===== src/rtl/keccak_pkg.sv =====
// rtl/keccak_pkg.sv - shared Keccak lane types, FSM encoding and lane rotate helper
package keccak_pkg;

    localparam int LANE_W    = 64;
    localparam int NUM_LANES = 25;
    localparam int IDX_W     = 5;

    typedef logic [LANE_W-1:0] lane_t;
    typedef logic [IDX_W-1:0]  lane_idx_t;

    typedef enum logic [2:0] {
        IDLE,
        LOAD,
        THETA,
        EMIT,
        FLUSH
    } state_t;

    function automatic lane_t rol1(input lane_t v);
        return {v[LANE_W-2:0], v[LANE_W-1]};
    endfunction

endpackage


===== src/rtl/theta_d_calc.sv =====
// rtl/theta_d_calc.sv - combinational theta column mix C[0..4] -> D[0..4]
module theta_d_calc
    import keccak_pkg::*;
(
    input  logic [4:0][LANE_W-1:0] c,
    output logic [4:0][LANE_W-1:0] d
);

    for (genvar x = 0; x < 5; x++) begin : g_d
        assign d[x] = c[(x + 4) % 5] ^ rol1(c[(x + 1) % 5]);
    end

endmodule


===== src/rtl/theta_lane_streamer.sv =====
// rtl/theta_lane_streamer.sv - loads 25 lanes, applies theta, streams lanes then pulses writeToFile
module theta_lane_streamer
    import keccak_pkg::*;
(
    input  logic              clk,
    input  logic              rst,
    input  logic              start,
    input  logic              in_valid,
    output logic              in_ready,
    input  logic [LANE_W-1:0] lane_in,
    output logic              ldn,
    output logic [IDX_W-1:0]  number,
    output logic [LANE_W-1:0] nIn,
    output logic              writeToFile,
    output logic              busy,
    output logic              done
);

    state_t                  state;
    lane_t                   laneBuf [NUM_LANES];
    logic [4:0][LANE_W-1:0]  parC;
    logic [4:0][LANE_W-1:0]  thetaD;
    logic [4:0][LANE_W-1:0]  dNext;
    lane_idx_t               laneCnt;
    logic [2:0]              xCnt;
    logic [2:0]              yCnt;
    logic                    accept;
    logic                    lastLane;

    theta_d_calc u_theta_d_calc (
        .c (parC),
        .d (dNext)
    );

    assign accept   = (state == LOAD) && in_valid && in_ready;
    assign lastLane = (xCnt == 3'd4) && (yCnt == 3'd4);
    assign busy     = (state != IDLE);

    // Lane storage is deliberately left unreset; every entry is rewritten before it is read.
    always_ff @(posedge clk) begin
        if (accept) begin
            laneBuf[laneCnt] <= lane_in;
        end
    end

    always_ff @(posedge clk or posedge rst) begin
        if (rst) begin
            state       <= IDLE;
            in_ready    <= 1'b0;
            ldn         <= 1'b0;
            number      <= '0;
            nIn         <= '0;
            writeToFile <= 1'b0;
            done        <= 1'b0;
            laneCnt     <= '0;
            xCnt        <= '0;
            yCnt        <= '0;
            parC        <= '0;
            thetaD      <= '0;
        end else begin
            case (state)
                IDLE: begin
                    ldn         <= 1'b0;
                    writeToFile <= 1'b0;
                    done        <= 1'b0;
                    if (start) begin
                        state    <= LOAD;
                        in_ready <= 1'b1;
                        parC     <= '0;
                        laneCnt  <= '0;
                        xCnt     <= '0;
                        yCnt     <= '0;
                    end
                end
                LOAD: begin
                    if (accept) begin
                        parC[xCnt] <= parC[xCnt] ^ lane_in;
                        if (lastLane) begin
                            laneCnt  <= '0;
                            xCnt     <= '0;
                            yCnt     <= '0;
                            in_ready <= 1'b0;
                            state    <= THETA;
                        end else begin
                            laneCnt <= laneCnt + 1'b1;
                            if (xCnt == 3'd4) begin
                                xCnt <= '0;
                                yCnt <= yCnt + 1'b1;
                            end else begin
                                xCnt <= xCnt + 1'b1;
                            end
                        end
                    end
                end
                THETA: begin
                    thetaD <= dNext;
                    state  <= EMIT;
                end
                EMIT: begin
                    ldn    <= 1'b1;
                    number <= laneCnt;
                    nIn    <= laneBuf[laneCnt] ^ thetaD[xCnt];
                    if (lastLane) begin
                        laneCnt <= '0;
                        xCnt    <= '0;
                        yCnt    <= '0;
                        state   <= FLUSH;
                    end else begin
                        laneCnt <= laneCnt + 1'b1;
                        if (xCnt == 3'd4) begin
                            xCnt <= '0;
                            yCnt <= yCnt + 1'b1;
                        end else begin
                            xCnt <= xCnt + 1'b1;
                        end
                    end
                end
                FLUSH: begin
                    ldn         <= 1'b0;
                    writeToFile <= 1'b1;
                    done        <= 1'b1;
                    state       <= IDLE;
                end
                default: state <= IDLE;
            endcase
        end
    end

endmodule


===== config.mk =====
export PLATFORM = sky130hd
export DESIGN_NAME = theta_lane_streamer
export DESIGN_NICKNAME = d
export VERILOG_FILES = /design/src/rtl/keccak_pkg.sv /design/src/rtl/theta_d_calc.sv /design/src/rtl/theta_lane_streamer.sv
export SDC_FILE = /design/constraint.sdc
export NUM_CORES = 2
export LEC_CHECK = 0
export CAP_MARGIN = 40
export CORE_ASPECT_RATIO = 2
export CORE_MARGIN = 2
export CORE_UTILIZATION = 59
export DETAILED_ROUTE_END_ITERATION = 10
export MAX_ROUTING_LAYER = met4
export PLACE_DENSITY = 0.74
export SLEW_MARGIN = 20
export SYNTH_ARGS = -nofsm -noshare
export SYNTH_HDL_FRONTEND = slang
export SYNTH_SLANG_ARGS = --single-unit
export TNS_END_PERCENT = 50

===== constraint.sdc =====
create_clock -name clk -period 85.9 [get_ports clk]
set_clock_uncertainty 0.1 [all_clocks]
set_input_delay 21.475 -clock clk [delete_from_list [all_inputs] [get_ports clk]]
set_output_delay 21.475 -clock clk [all_outputs]
set_load 0.1 [all_outputs]

After elaboration in Yosys (flattened, before gate mapping) --
Memory sizes are Yosys's and may differ from the RTL's. Index checks and enable logic that the tools add are counted.
Cells by class: add/sub/neg operators 3, magnitude comparators 2, eq/ne operators 10, multiplexer cells 36, bitwise operators 7, reductions and logical operators 15
Operator list (number):
- $mux 320 | 2
- $pmux 320 s2 | 1
- $xor 64x64->64 | 7
- $bmux 64 s3 | 2
- $bwmux 320 | 1
- $demux 64 s3 | 1
- $mux 64 | 3
- $mux 3 | 11
- $pmux 3 s3 | 2
- $mux 5 | 3
- $pmux 5 s3 | 1
- $pmux 3 s4 | 1
- $eq 3x3->1 const B | 3
- $ne 2x2->1 const B | 4
- $reduce_and 4->1 | 2
- $add 3x1->3 const B | 2
- $eq 3x2->1 const B | 2
- $pmux 1 s2 | 3
- $reduce_and 3->1 | 2
- $reduce_bool 2->1 | 3
- $reduce_bool 3->1 | 2
- $add 5x1->5 const B | 1
- $mux 1 | 5
- $logic_and 1x1->1 | 4
- other kinds (5) | 5
Word-level totals: register bits 726, RAM bits 1600, input port bits 68, output and inout bits 74, word-level logic and storage cells 93, memories kept 1
Memory list:
- laneBuf | depth 25, width 64, read ports 1, clocked after memory_dff 0, write ports 1, line theta_lane_streamer.sv:20 | lane_t laneBuf [NUM_LANES];

Logic depth before layout (Yosys ltp) --
depth after elaboration 7, gate-level depth with buffers 11, mapped depth without buffers 7

Modules after synthesis --
A second synthesis with hierarchy kept.
Unflattened totals: cells, all modules 6285, area total of the unflattened synthesis 96512.6 um^2
Modules (own cells, without submodules):
- theta_lane_streamer | times used 1, cells each 5965, area each 93709.9 um^2, seq. area each 66213.5 um^2
- theta_d_calc | times used 1, cells each 320, area each 2802.7 um^2, seq. area each 0.0 um^2

Least setup slack after synthesis --
OpenSTA, ideal clock, no wires.
kind input -> register, start point input in_valid, end point memory laneBuf[16][0] (netlist name), enable pin, setup time 667 ps, arrival time 28852 ps, data required time 85133 ps, slack 56281 ps, stages 4, buffers on the path 0, path through nand3_1 > nor3_1 > nand2_1 > nor4b_1
Between the ends: longest elaborated chain between the ends 4
Ends and longest elaborated chain:
- from (decl) | line theta_lane_streamer.sv:8 | input logic in_valid,
- $logic_and 1x1->1 (2 in series) | line theta_lane_streamer.sv:35 | assign accept = (state == LOAD) && in_valid && in_ready;
- $mux 1 | line theta_lane_streamer.sv:41 | if (accept) begin
- $mux 1 (implied by the code) | line theta_lane_streamer.sv:42 | laneBuf[laneCnt] <= lane_in;
- to (decl) | line theta_lane_streamer.sv:20
No other way between the ends.

Worst setup path after layout --
start point input in_valid, end point memory laneBuf[21][50] (netlist name), enable pin
Same word-level chain as after synthesis.

==> key figures <==
Min path
  – Worst hold path type: flop to flop

Drt
  – Vias: 57410
  – Total wire length: 253800 um
  – Residual DRC count: 0
  – Initial drt markers: just under 6000
  – Via/cell ratio: approximately 6.6
  – DRT Pass-1 Iters: 6
  – Post-DR wirelength/cell: 29.05 um
  – Final ANT Viol Nets: 0

CTS
  – Post_cts resized: 0
  – CTS tree: built
  – Hold buffers post-CTS: 0
  – Setup Buffers After CTS: 0
  – Clk buf depth: 4
  – Worst skew pair latency: 0.83 ns
  – Clock Tree Root: clkbuf_16
  – Number of CTS-inserted buffers: around 200
  – Clk sink count: 2326
  – Clock H-tree levels: 4
  – Worst-path clk slew: 0.07 ns

Global routing
  – Initial antenna violation count: 4
  – Largest net degree at the start of global routing: between 200 and 300
  – GRT met1 Usage: 0.3867
  – GR peak layer: met2
  – Met2 global-route usage: 0.5400
  – Via count of the first global-routing pass: 58930
  – Gr usage total: 0.3181
  – First-pass GRT wire length: 374800 um
  – Grt total ovfl: 0
  – Met3 usage: 0.03979

Finish
  – Most common cell after layout, fill and taps aside: edfxtp_1
  – FF/Latch Area: 66240 sq um
  – Most frequent cells in the layout: 1600 x edfxtp_1, 731 x mux2i_1, 719 x dfrtp_1, 457 x nor2_1, 361 x xnor2_1
  – Syn-to-layout area delta: 13.01%
  – Finished Cell Area: 107700 sq um
  – Fillers: 10650
  – Final nets: approximately 6600
  – Layout cells sized above 1: 0.1198
  – Multi-input gate area: 27400 sq um
  – Final core occ: 0.6707

Floorplanning
  – Row count: 208
  – Die area: ~160000 sq um
  – DIE HEIGHT: between 500 and 600 um
  – Core area: 160600 sq um
  – Die Span X: 288.2 um
  – # IOs: 142
  – Initial core utilization: 0.5935

Timing
  – Fin crit period: 24.26 ns
  – Final Hold Vio Count: 0
  – Final setup viols: 0
  – RSZ-0062 raised after global routing: no
  – Worst slew pin tran: 1.058 ns
  – Slew margin rel.: 0.2944
  – Fin. max-slew vios: 0
  – Post-Route Setup TNS: 0 ns
  – Fmax: around 41 MHz
  – Period utilization: 0.2824

Worst setup path
  – CP Class: input port to flop
  – CP endpoint kind: flop
  – Startpoint Class: input port
  – Critical-path top delay cell: nor2_4
  – Required @ worst endpoint: 86.23 ns
  – Crit path cell chain: clkdlybuf4s50_1, nand3_1, nor3_1, buf_4, nand2_1, nor2_4, buf_4
  – Worst path most repeated cell: buf_4
  – Worst Path Arrival: approximately 25 ns
  – Worst-path maximum fanout: 42
  – CP max stage delay: 0.83 ns

Power and ir drop
  – Net Sw Frac: 0.3608
  – Power Internal: around 0.0025 W
  – Share of power burned in registers: 0.411
  – Clock share of power: 0.230
  – VDD IR max: 0.02915 mV
  – Pwr/cell area: 35.59 nW/um^2
  – Logic gate share of total power: 0.359
  – Pleak: 39.21 nW
  – Sw Pwr: 0.001383 W

Synth
  – Post-synthesis sequential area ratio: 0.6948
  – Post-synth EDFFs: 1600
  – Ys async rst share: 0.3121
  – Yosys reg bits: 2326
  – Post-Syn Instances: 6290
  – YS warnings: 0
  – Main synth FF type: edfxtp_1
  – Post-Syn Area: 95300 sq um
  – Synth cell types: 54
  – Syn nets: 6366
  – Mean post-synth cell area: 15.15 sq um

Place
  – Placed Area: slightly above 100000 sq um
  – DPL Wire Length: 156500 um
  – Placer Congestion: between 0.8 and 0.9
  – PortBufs: 141

Run
  – Max-cap violations: 0

Run status
  – Status: completed
[worst max-delay path, delay by kind of cell]
kind          cells  cell delay (ns)
buf+inv           3             1.45
simple gates      4             1.57
[registers in the layout (all words and copies together) (netlist names)]
signal    cells
laneBuf    1600
parC        320
thetaD      320
nIn          64
laneCnt       5
number        5
state         3
xCnt          3
yCnt          3
done          1
in_ready      1
ldn           1
[synthesized netlist by cell type (80+ instances only)]
master | instances | area (sq um)
a22o_1 | 321 | 2811
a22oi_1 | 89 | 668.1
o22ai_1 | 291 | 1821
a21oi_1 | 325 | 1627
nor2_1 | 478 | 1794
clkbuf_1 | 221 | 829.6
xnor2_1 | 361 | 3162
mux4_2 | 87 | 1959
dfrtp_1 | 726 | 18170
mux2i_1 | 731 | 7317
o21ai_0 | 96 | 480.5
buf_2 | 162 | 810.8
nand3_1 | 144 | 720.7
edfxtp_1 | 1600 | 48050
a31oi_1 | 80 | 500.5
[metrics by stage]
step | instances | total power, W | worst slack [ns] | hold slack [ns]
final | 8738 | 0.003833 | 61.64 | 0.4040
after global placement | 8250 | 0.002831 | 60.43 | 0.3916
after floorplan | 6290 | 0.002479 | 43.96 | 0.3650
after CTS | 8722 | 0.003825 | 61.52 | 0.4068
after detailed placement | 8374 | 0.002949 | 60.65 | 0.3830
after global routing | 8738 | 0.003982 | 61.56 | 0.4409
[routing by layer]
metal | part of all wire | up-vias
met5 | 0 | -
met4 | 0.044 | 0
met3 | 0.073 | 663
met2 | 0.52 | 2614
met1 | 0.37 | 29480
li1 | - | 24660
[cells by family (layout without fill, tap and decap cells)]
family | Yosys count | in the layout | synth area share
adder cells (fa/ha/maj) | 8 | 8 | 0.001050
XOR/XNOR | 384 | 384 | 0.03529
buffers and inverters | 450 | 797 | 0.02194
other | 0 | 1 | 0
AND/OR/NAND/NOR | 793 | 793 | 0.03760
AO/OA/AOI/OAI | 1463 | 1463 | 0.1063
flip-flops | 2326 | 2326 | 0.6948
multiplexers | 866 | 866 | 0.1030
[final cells by class]
class	count	share of cell area
Antenna cell	1	0.00002324
Clock buffer	267	0.05002
Clock inverter	81	0.007645
Inverter	18	0.0007203
Multi-Input combinational cell	3514	0.2544
Sequential cell	2326	0.6151
Tap cell	2100	0.02440
Timing Repair Buffer	431	0.04768
[power groups by stage]
stage / Clock (W) / Sequential [W] / Combinational (W)
floorplan: 0 / 0.00163 / 0.000845
global placement: 0 / 0.00158 / 0.00125
detailed placement: 0 / 0.00159 / 0.00136
CTS: 0.000889 / 0.00157 / 0.00137
global route: 0.000931 / 0.00159 / 0.00146
finish: 0.000881 / 0.00157 / 0.00138
[final timing paths]
check,start,to,slack (ns),depth (start not counted)
max,in_valid,laneBuf[21][50]$_DFFE_PP_,61.64,7
min reg2reg,number[4]$_DFFE_PP0P_,number[4]$_DFFE_PP0P_,0.40,2
min,number[4]$_DFFE_PP0P_,number[4]$_DFFE_PP0P_,0.40,2
max reg2reg,laneCnt[0]$_DFFE_PP0P_,nIn[32]$_DFFE_PP0P_,80.47,11
min in group asynchronous,rst,thetaD[299]$_DFFE_PP0P_,20.89,2
max in group asynchronous,rst,nIn[5]$_DFFE_PP0P_,62.05,9
(Power assumes the default switching activity.)
